`src/rtl/rr_timer_pkg.sv`:
```
// Shared types and helpers for the round-robin timer scheduler.
package rr_timer_pkg;

  // Scheduler phases: waiting for a request, counting, acknowledging.
  typedef enum logic [1:0] {
    IDLE = 2'd0,
    RUN  = 2'd1,
    ACK  = 2'd2
  } state_e;

  // Widest requester vector the helpers below understand.
  localparam int unsigned MAX_REQ = 16;
  localparam int unsigned MAX_IW  = 4;

  // The pointer resets to the highest index so that the very first
  // search starts at requester 0.
  localparam int unsigned LAST_PTR_RST_OFFSET = 1;

  function automatic int unsigned last_ptr_rst(input int unsigned n_req);
    return n_req - LAST_PTR_RST_OFFSET;
  endfunction

  // Winner is the first set bit searching upward from last_ptr+1, wrapping
  // modulo n_req. Returns 0 when nothing is requested.
  function automatic logic [MAX_IW-1:0] next_rr(input logic [MAX_REQ-1:0] req,
                                                input logic [MAX_IW-1:0]  last_ptr,
                                                input int unsigned        n_req);
    logic [MAX_IW-1:0] win;
    logic              found;
    logic [31:0]       idx;
    win   = '0;
    found = 1'b0;
    for (int unsigned off = 1; off <= MAX_REQ; off++) begin
      if (off <= n_req) begin
        idx = (32'(last_ptr) + off) % n_req;
        if (!found && req[idx[MAX_IW-1:0]]) begin
          win   = idx[MAX_IW-1:0];
          found = 1'b1;
        end
      end
    end
    return win;
  endfunction

endpackage

```
`src/rtl/rr_pick.sv`:
```
// Combinational round-robin selector: first requester after last_ptr wins.
module rr_pick
  import rr_timer_pkg::*;
#(
  parameter int unsigned N  = 4,
  parameter int unsigned IW = $clog2(N)
) (
  input  logic [N-1:0]  req,
  input  logic [IW-1:0] last_ptr,
  output logic [IW-1:0] winner,
  output logic          any
);

  logic [MAX_IW-1:0] win_full;

  // Rotate-and-search through the shared helper, then narrow to IW bits.
  // NOTE: every always_comb output gets a default before any branch, so no
  // path can leave it unassigned and infer a latch.
  always_comb begin
    win_full = '0;
    win_full = next_rr(MAX_REQ'(req), MAX_IW'(last_ptr), N);
  end

  assign winner = win_full[IW-1:0];
  assign any    = |req;

endmodule

```
`src/rtl/rr_timer_scheduler.sv`:
```
// Round-robin sharing of one down-counting timer among N_REQ requesters.
module rr_timer_scheduler
  import rr_timer_pkg::*;
#(
  parameter int unsigned N_REQ = 4,
  parameter int unsigned W     = 8,
  parameter int unsigned IW    = $clog2(N_REQ)
) (
  input  logic               clk,
  input  logic               rst,
  input  logic [N_REQ-1:0]   req,
  input  logic [N_REQ*W-1:0] dur,
  output logic               busy,
  output logic               grant_vld,
  output logic [IW-1:0]      grant_id,
  output logic [W-1:0]       count,
  output logic [N_REQ-1:0]   done_pulse
);

  localparam logic [IW-1:0] LAST_PTR_RST = IW'(last_ptr_rst(N_REQ));

  state_e        state_q, state_d;
  logic [W-1:0]  count_q, count_d;
  logic [IW-1:0] grant_q, grant_d;
  logic [IW-1:0] last_ptr_q, last_ptr_d;

  logic [IW-1:0] winner;
  logic          any_req;
  logic [W-1:0]  dur_sel;

  rr_pick #(
    .N  (N_REQ),
    .IW (IW)
  ) u_pick (
    .req      (req),
    .last_ptr (last_ptr_q),
    .winner   (winner),
    .any      (any_req)
  );

  // Select the winning requester's duration lane.
  always_comb begin
    dur_sel = '0;
    for (int i = 0; i < N_REQ; i++) begin
      if (winner == IW'(i)) dur_sel = dur[i*W +: W];
    end
  end

  // State, timer and pointer registers; reset drops any pending interval.
  // NOTE: sequential state uses non-blocking assignments so every register
  // samples the pre-edge values regardless of statement order.
  always_ff @(posedge clk or posedge rst) begin
    if (rst) begin
      state_q    <= IDLE;
      count_q    <= '0;
      grant_q    <= '0;
      last_ptr_q <= LAST_PTR_RST;
    end else begin
      state_q    <= state_d;
      count_q    <= count_d;
      grant_q    <= grant_d;
      last_ptr_q <= last_ptr_d;
    end
  end

  // Next-state logic: grant, count down, acknowledge; cancel beats expiry.
  always_comb begin
    state_d    = state_q;
    count_d    = count_q;
    grant_d    = grant_q;
    last_ptr_d = last_ptr_q;
    unique case (state_q)
      IDLE: begin
        if (any_req) begin
          state_d = RUN;
          grant_d = winner;
          count_d = dur_sel;
        end
      end
      RUN: begin
        if (!req[grant_q]) begin
          state_d    = IDLE;
          last_ptr_d = grant_q;
          count_d    = '0;
        end else if (count_q == '0) begin
          state_d = ACK;
        end else begin
          count_d = count_q - W'(1);
        end
      end
      ACK: begin
        state_d    = IDLE;
        last_ptr_d = grant_q;
      end
      default: begin
        state_d = IDLE;
      end
    endcase
  end

  // Moore done pulse: one-hot on the granted requester during ACK only.
  always_comb begin
    done_pulse = '0;
    if (state_q == ACK) done_pulse[grant_q] = 1'b1;
  end

  assign busy      = (state_q != IDLE);
  assign grant_vld = (state_q == RUN);
  assign grant_id  = grant_q;
  assign count     = count_q;

endmodule
```
`config.mk`:
```
export PLATFORM = sky130hd
export DESIGN_NAME = rr_timer_scheduler
export DESIGN_NICKNAME = d
export VERILOG_FILES = /design/src/rtl/rr_timer_pkg.sv /design/src/rtl/rr_pick.sv /design/src/rtl/rr_timer_scheduler.sv
export SDC_FILE = /design/constraint.sdc
export NUM_CORES = 1
export LEC_CHECK = 0
export CORE_MARGIN = 8
export CORE_UTILIZATION = 38
export CTS_CLUSTER_SIZE = 16
export DETAILED_ROUTE_END_ITERATION = 10
export HOLD_SLACK_MARGIN = 0.1
export PLACE_DENSITY = 0.73
export RECOVER_POWER = 100
export REMOVE_ABC_BUFFERS = 1
export SETUP_SLACK_MARGIN = 0.05
export SLEW_MARGIN = 20
export SYNTH_ARGS = -nofsm -noshare
export SYNTH_HDL_FRONTEND = slang
export SYNTH_SLANG_ARGS = --single-unit
```
`constraint.sdc`:
```
create_clock -name clk -period 1.9 [get_ports clk]
set_clock_uncertainty 0.1 [all_clocks]
set_input_delay 0.475 -clock clk [delete_from_list [all_inputs] [get_ports clk]]
set_output_delay 0.475 -clock clk [all_outputs]
set_load 0.01 [all_outputs]
```
* Word-level counts from Yosys, hierarchy flattened *
Index checks and enable logic that the tools add are counted.

word-level totals
  flip-flop bits (word level) = 14
  logic and storage cells = 76
  output and inout bits = 16
  bits of input ports = 38

operators by class
  equal/unequal tests = 9
  muxes and demuxes = 34
  reduce and logical (&&, ||, !) cells = 18
  $lt $le $gt $ge = 6
  add/subtract/negate cells = 5

operators by type and width
  operator                                                     count
  two-way mux 8 bit                                            7
  less-than comparator 2 x 5 -> 1 bit (second input constant)  4
  two-way mux 2 bit                                            8
  case mux 8 bit (2 select lines)                              1
  binary-select mux 1 bit (select 2 bit)                       5
  two-way mux 1 bit                                            9
  zero test 8 bit                                              1
  case mux 2 bit (2 select lines)                              2
  subtractor 8 x 1 -> 8 bit (second input constant)            1
  equality test 2 bit (second input constant)                  3
  AND reduction 2 bit                                          3
  nonzero test 2 bit                                           3
  adder 2 x 1 -> 2 bit (second input constant)                 2
  adder 2 bit (second input constant)                          2
  equality test 2 x 1 -> 1 bit (second input constant)         2
  logical AND 1 bit                                            4
  zero test 2 bit                                              2
  two-way mux 4 bit                                            1
  inequality test 2 bit (second input constant)                2
  OR reduction 4 bit                                           1
  zero test 1 bit                                              3
  less-than comparator 2 x 3 -> 1 bit (second input constant)  1
  inequality test 3 x 2 -> 1 bit (second input constant)       1
  inequality test 3 bit (second input constant)                1
  3 further kinds                                              3

* Depth between registers and ports, before layout *
  depth in word-level cells = 20
  depth in mapped cells = 7
  depth with buffers taken out = 7

* Modules after synthesis *
Synthesis repeated with hierarchy kept, for this count alone.

second synthesis, totals
  cell total of the unflattened synthesis = 113
  area, all modules = 1148.6 um^2

modules (own cells, without submodules)
  module              area an instance (um^2)  instances  seq. area each (um^2)  cells an instance
  rr_timer_scheduler  1067.3                   1          352.8                  99
  rr_pick             81.3                     1          0.0                    14

* Worst setup path before layout *
Ideal clock, no wire load.

  kind = register to register
  start point = register grant_q[0], in the netlist grant_id[0]
  end point = register count_q[0], in the netlist count[0]
  period minus slack after synthesis = 1.841 ns
  cell stages (with the launch flop) = 7
  library setup time = 0.128 ns
  arrival = 1.613 ns
  path buffers = 1
  path slack = 0.059 ns
  data required time = 1.672 ns
  path through = dfrtp_1 mux4_2 nand2_2 buf_6 o21a_4 mux2i_1 o31ai_1

between the ends
  word-level cells in the longest chain between the ends = 4
  elaborated cells on any way between the ends = 6
  classes of those cells = eq/ne (1); mux (4); reduce/logical (1)

RTL lines
  what                                                                                     line                      source
  start: declaration                                                                       rr_timer_scheduler.sv:24  logic [IW-1:0] grant_q, grant_d;
  start signal: assignment                                                                 rr_timer_scheduler.sv:61  grant_q <= grant_d;
  binary-select mux 1 bit (select 2 bit) *                                                 rr_timer_scheduler.sv:81  if (!req[grant_q]) begin
  two-way mux 1 bit (implied by the code) *                                                rr_timer_scheduler.sv:81
  inequality test 3 bit (no source line) or two-way mux 8 bit (tied branches)              -
  AND reduction 3 bit (no source line) or case mux 8 bit (2 select lines) (tied branches)  -
  end signal: assignment                                                                   rr_timer_scheduler.sv:60  count_q <= count_d;
  end: declaration                                                                         rr_timer_scheduler.sv:23  logic [W-1:0] count_q, count_d;

Every way passes the cells marked *; elsewhere a longest branch is shown, timed or not. The select of a mux whose other input is x is not followed.
A chain may end at the register's enable or synchronous reset.

* Final worst setup path *
  start point = register count_q[5], in the netlist count[5]
  end point = output port count[5]

RTL lines
  what              line                      source
  end: declaration  rr_timer_scheduler.sv:16  output logic [W-1:0] count,

No word-level cell between the ends.

==> impl_metrics.py <==
metrics = {
    "power": {
        "sequentialPowerShare_pct": 19.4,
        "p_int_mw": 1.77,
        "vdd_drop_max_v": 0.000992,
        "p_per_area_mw_per_mm2": 1410,
        "p_leak_nw": 0.899,
        "clockPowerShare_pct": 7.4,
        "combPwrFrac_pct": 73.2,
        "p_sw_mw": 1.36,
        "swShare_pct": 43.5,
    },
    "global_routing": {
        "grt-ovfl-total": 0,
        "grt.total_usage_pct": 17.9,
        "grt_pass1_vias": 1694,
        "grt_pass1_wl_um": 7780,
        "grt_max_degree": 15,
        "antenna_found_initial": 0,
    },
    "place": {
        "portBuffers": 53,
        "hpwl_um": 3560,
        "postPlaceCellArea_mm2": 0.00200,
        "gp_congestion": 0.874,
        "dp_cells": 259,
    },
    "worst_setup_path": {
        "startpoint": "count[5]",
        "r2r_start": "last_ptr_q[0]",
        "critPathTopFamily": "buffers and inverters",
        "slowest_stage": "dlygate4sd3_1",
        "r2r_end": "count[6]",
        "reg2reg_slack_ns": 0.04,
        "slowest_delay_ns": 0.60,
        "cp-start-kind": "flip-flop",
        "r2r_cells": 6,
        "path_cells": "dlygate4sd3_1",
        "cp.required_ns": 1.32,
        "path_max_fanout": 2,
        "cp_data_arrival_time_ns": 1.29,
        "critPathKind": "flip-flop to output port",
        "end_kind": "output port",
        "worst-path-buf-inv": 1,
    },
    "die": {
        "dieArea_mm2": 0.00537,
        "io_pins": 54,
        "die_h_um": 73.3,
        "coreArea_mm2": 0.00308,
        "start_util_pct": 40.5,
        "fp.dieW_um": 73.3,
        "fp-row-count": 20,
    },
    "detailed_routing": {
        "routed_wl_um": 4990,
        "drt-vias-per-instance": 5.79,
        "post_drt_wl_per_cell_um": 17.9,
        "postRouteAntennaNets": 0,
        "firstDrtPassIters": 4,
        "drc": 0,
        "drt_iter0_markers": 106,
        "vias": 1616,
    },
    "clock_network": {
        "cts.sinks": 14,
        "htree_levels": 1,
        "clock_latency_ns": 0.30,
        "cts_max_path_buffers": 2,
        "cts_root_buf": "clkbuf_4",
        "cts_tree": "yes",
        "cts_made_buffers": 3,
        "path_clk_slew_ns": 0.11,
    },
    "cells_and_area": {
        "diodes": 0,
        "layoutNonFillerInstCount": 279,
        "fin_area_mm2": 0.00223,
        "fillers": 247,
        "drive_gt1_share_pct": 36.6,
        "nets": 276,
        "area_growth_pct": 78.6,
        "post-route-util_pct": 72.3,
    },
    "run": {
        "max_cap_viol_count": 0,
    },
    "timing": {
        "clock.fmax_mhz": 536,
        "tightest_slew_ns": 0.601,
        "layout_min_cycle_time_ns": 1.87,
        "rsz0062_at_grt": "true",
        "fin_crit_sh_pct": 98.3,
        "setup_viol": 0,
        "final_max_slew_viol_count": 0,
        "hold_viol_final": 0,
        "relSlewSlack_pct": 59.9,
    },
    "hold_path": {
        "hold_end": "count[5]",
        "holdPathStages": 3,
        "min-delay-start": "count[5]",
        "hold_path.class": "flip-flop to flip-flop",
    },
    "logic_synthesis": {
        "syn_inst": 138,
        "ys.flop_type": "dfrtp_1",
        "yosysUniqueCellTypes": 49,
        "synthArstFlopShare_pct": 100,
        "syn_avg_cell_area_um2": 9.03,
        "synth_area_mm2": 0.00125,
        "ys_seq_area_share_pct": 28.3,
        "synth-seq-cells": 14,
        "yosysWarnings": 0,
        "synth_edf_count": 0,
    },
    "status": {
        "status": "completed",
    },
}
-- layout by cell type (no fill, tap or decap), drive strengths merged, types with 7 or more instances in the layout --
cell and n:
buf 37, clkdlybuf4s50 36, clkbuf 18, o21ai 13, dfrtp 12, nor2 10, o221ai 10, a211oi 8
nand2 8, o31a 7, inv 7
-- layout make-up --
type                            instances  area [um2]  area share (%)
Multi-Input combinational cell        114         946            42.5
Timing Repair Buffer                   96         806            36.2
Sequential cell                        14         357            16.0
Tap cell                               44        55.1            2.47
Clock buffer                            4        36.3            1.63
Inverter                                7        26.3            1.18
-- cell usage after synthesis (2+ instances only) --
| cell | count | area, um2 |
|---|---|---|
| dfrtp_1 | 12 | 300 |
| o21ai_0 | 10 | 50.1 |
| o221ai_1 | 10 | 87.6 |
| nor2_1 | 9 | 33.8 |
| a211oi_1 | 8 | 60.1 |
| o31a_1 | 7 | 61.3 |
| inv_1 | 6 | 22.5 |
| nand2_1 | 6 | 22.5 |
| a21oi_1 | 5 | 25.0 |
| nor3_1 | 4 | 20.0 |
| buf_6 | 3 | 33.8 |
| nand2b_1 | 3 | 18.8 |
| o21a_1 | 3 | 22.5 |
| o21ai_1 | 3 | 15.0 |
| or3_1 | 3 | 18.8 |
| a21o_1 | 2 | 15.0 |
| dfstp_2 | 2 | 52.6 |
| ha_1 | 2 | 25.0 |
| mux2i_1 | 2 | 20.0 |
| nand2_2 | 2 | 12.5 |
| nand3_1 | 2 | 10.0 |
| nor2b_1 | 2 | 12.5 |
| nor3b_1 | 2 | 15.0 |
| o211ai_1 | 2 | 15.0 |
| o311a_1 | 2 | 20.0 |
| o311ai_0 | 2 | 17.5 |
| or2_2 | 2 | 12.5 |
-- routing by layer --
metal / wire length (um) / track usage (%) / part of all wire [%]
met1: 2030 / 20.6 / 41
met2: 2490 / 30.8 / 50
met3: 370 / 5.17 / 7.4
met4: 103 / 5.78 / 2.1
met5: 0 / 0 / 0
-- power groups by stage --
| stage | Sequential [mW] | Combinational [mW] | Clock, mW |
|---|---|---|---|
| 6_report | 0.606 | 2.29 | 0.233 |
| 5_1_grt | 0.624 | 2.46 | 0.243 |
| 4_1_cts | 0.600 | 2.14 | 0.228 |
| 3_5_place_dp | 0.649 | 1.87 | 0 |
| 3_3_place_gp | 0.646 | 1.83 | 0 |
| 2_1_floorplan | 0.671 | 0.938 | 0 |
-- stage by stage --
step	power [mW]	setup TNS [ns]	hold WS, ns	setup slack [ns]
detailed placement	2.52	-6.80	0.470	-0.739
floorplan	1.61	0	0.263	0.0301
global route	3.33	-0.0257	0.579	-0.0141
global placement	2.48	-6.04	0.463	-0.628
finish	3.13	0	0.538	0.0326
CTS	2.97	0	0.449	0.00295
-- worst min-delay path: cells and delay by family (launching register included) --
family | cells | cell delay, ns
flops | 1 | 0.36
compound gates | 2 | 0.12
buf+inv | 1 | 0.12
-- logic make-up (layout without fill, tap and decap cells) --
family / after synthesis / in the layout / synth area share [%]
buffers and inverters: 10 / 107 / 4.82
multiplexers: 4 / 4 / 4.32
adder cells (fa/ha/maj): 2 / 2 / 2.01
AO/OA/AOI/OAI: 63 / 63 / 38.5
AND/OR/NAND/NOR: 45 / 45 / 22.1
flip-flops: 14 / 14 / 28.3
-- timing repair --
item | in CTS | in global routing
endpoints found under the setup margin | 27 | 15
pin swaps | 5 | 2
hold buffers | 0 | 0
setup buffers | 10 | 6
gates resized for setup | 48 | 25
-- worst max path at each step --
stage | to | slack [ns] | cells past startpoint
after floorplan | count[1] | 0.03 | 5
after global placement | count[1] | -0.63 | 6
after detailed placement | count[1] | -0.74 | 6
after CTS | done_pulse[2] | 0.003 | 3
after global routing | count[6] | -0.01 | 6
final | count[5] | 0.03 | 1
-- sequential cells by signal, indices dropped and copies added (netlist names) --
register	count
count	8
last_ptr_q	2
grant_id	2
state_q	2
Power figures use the tool's default switching activity.
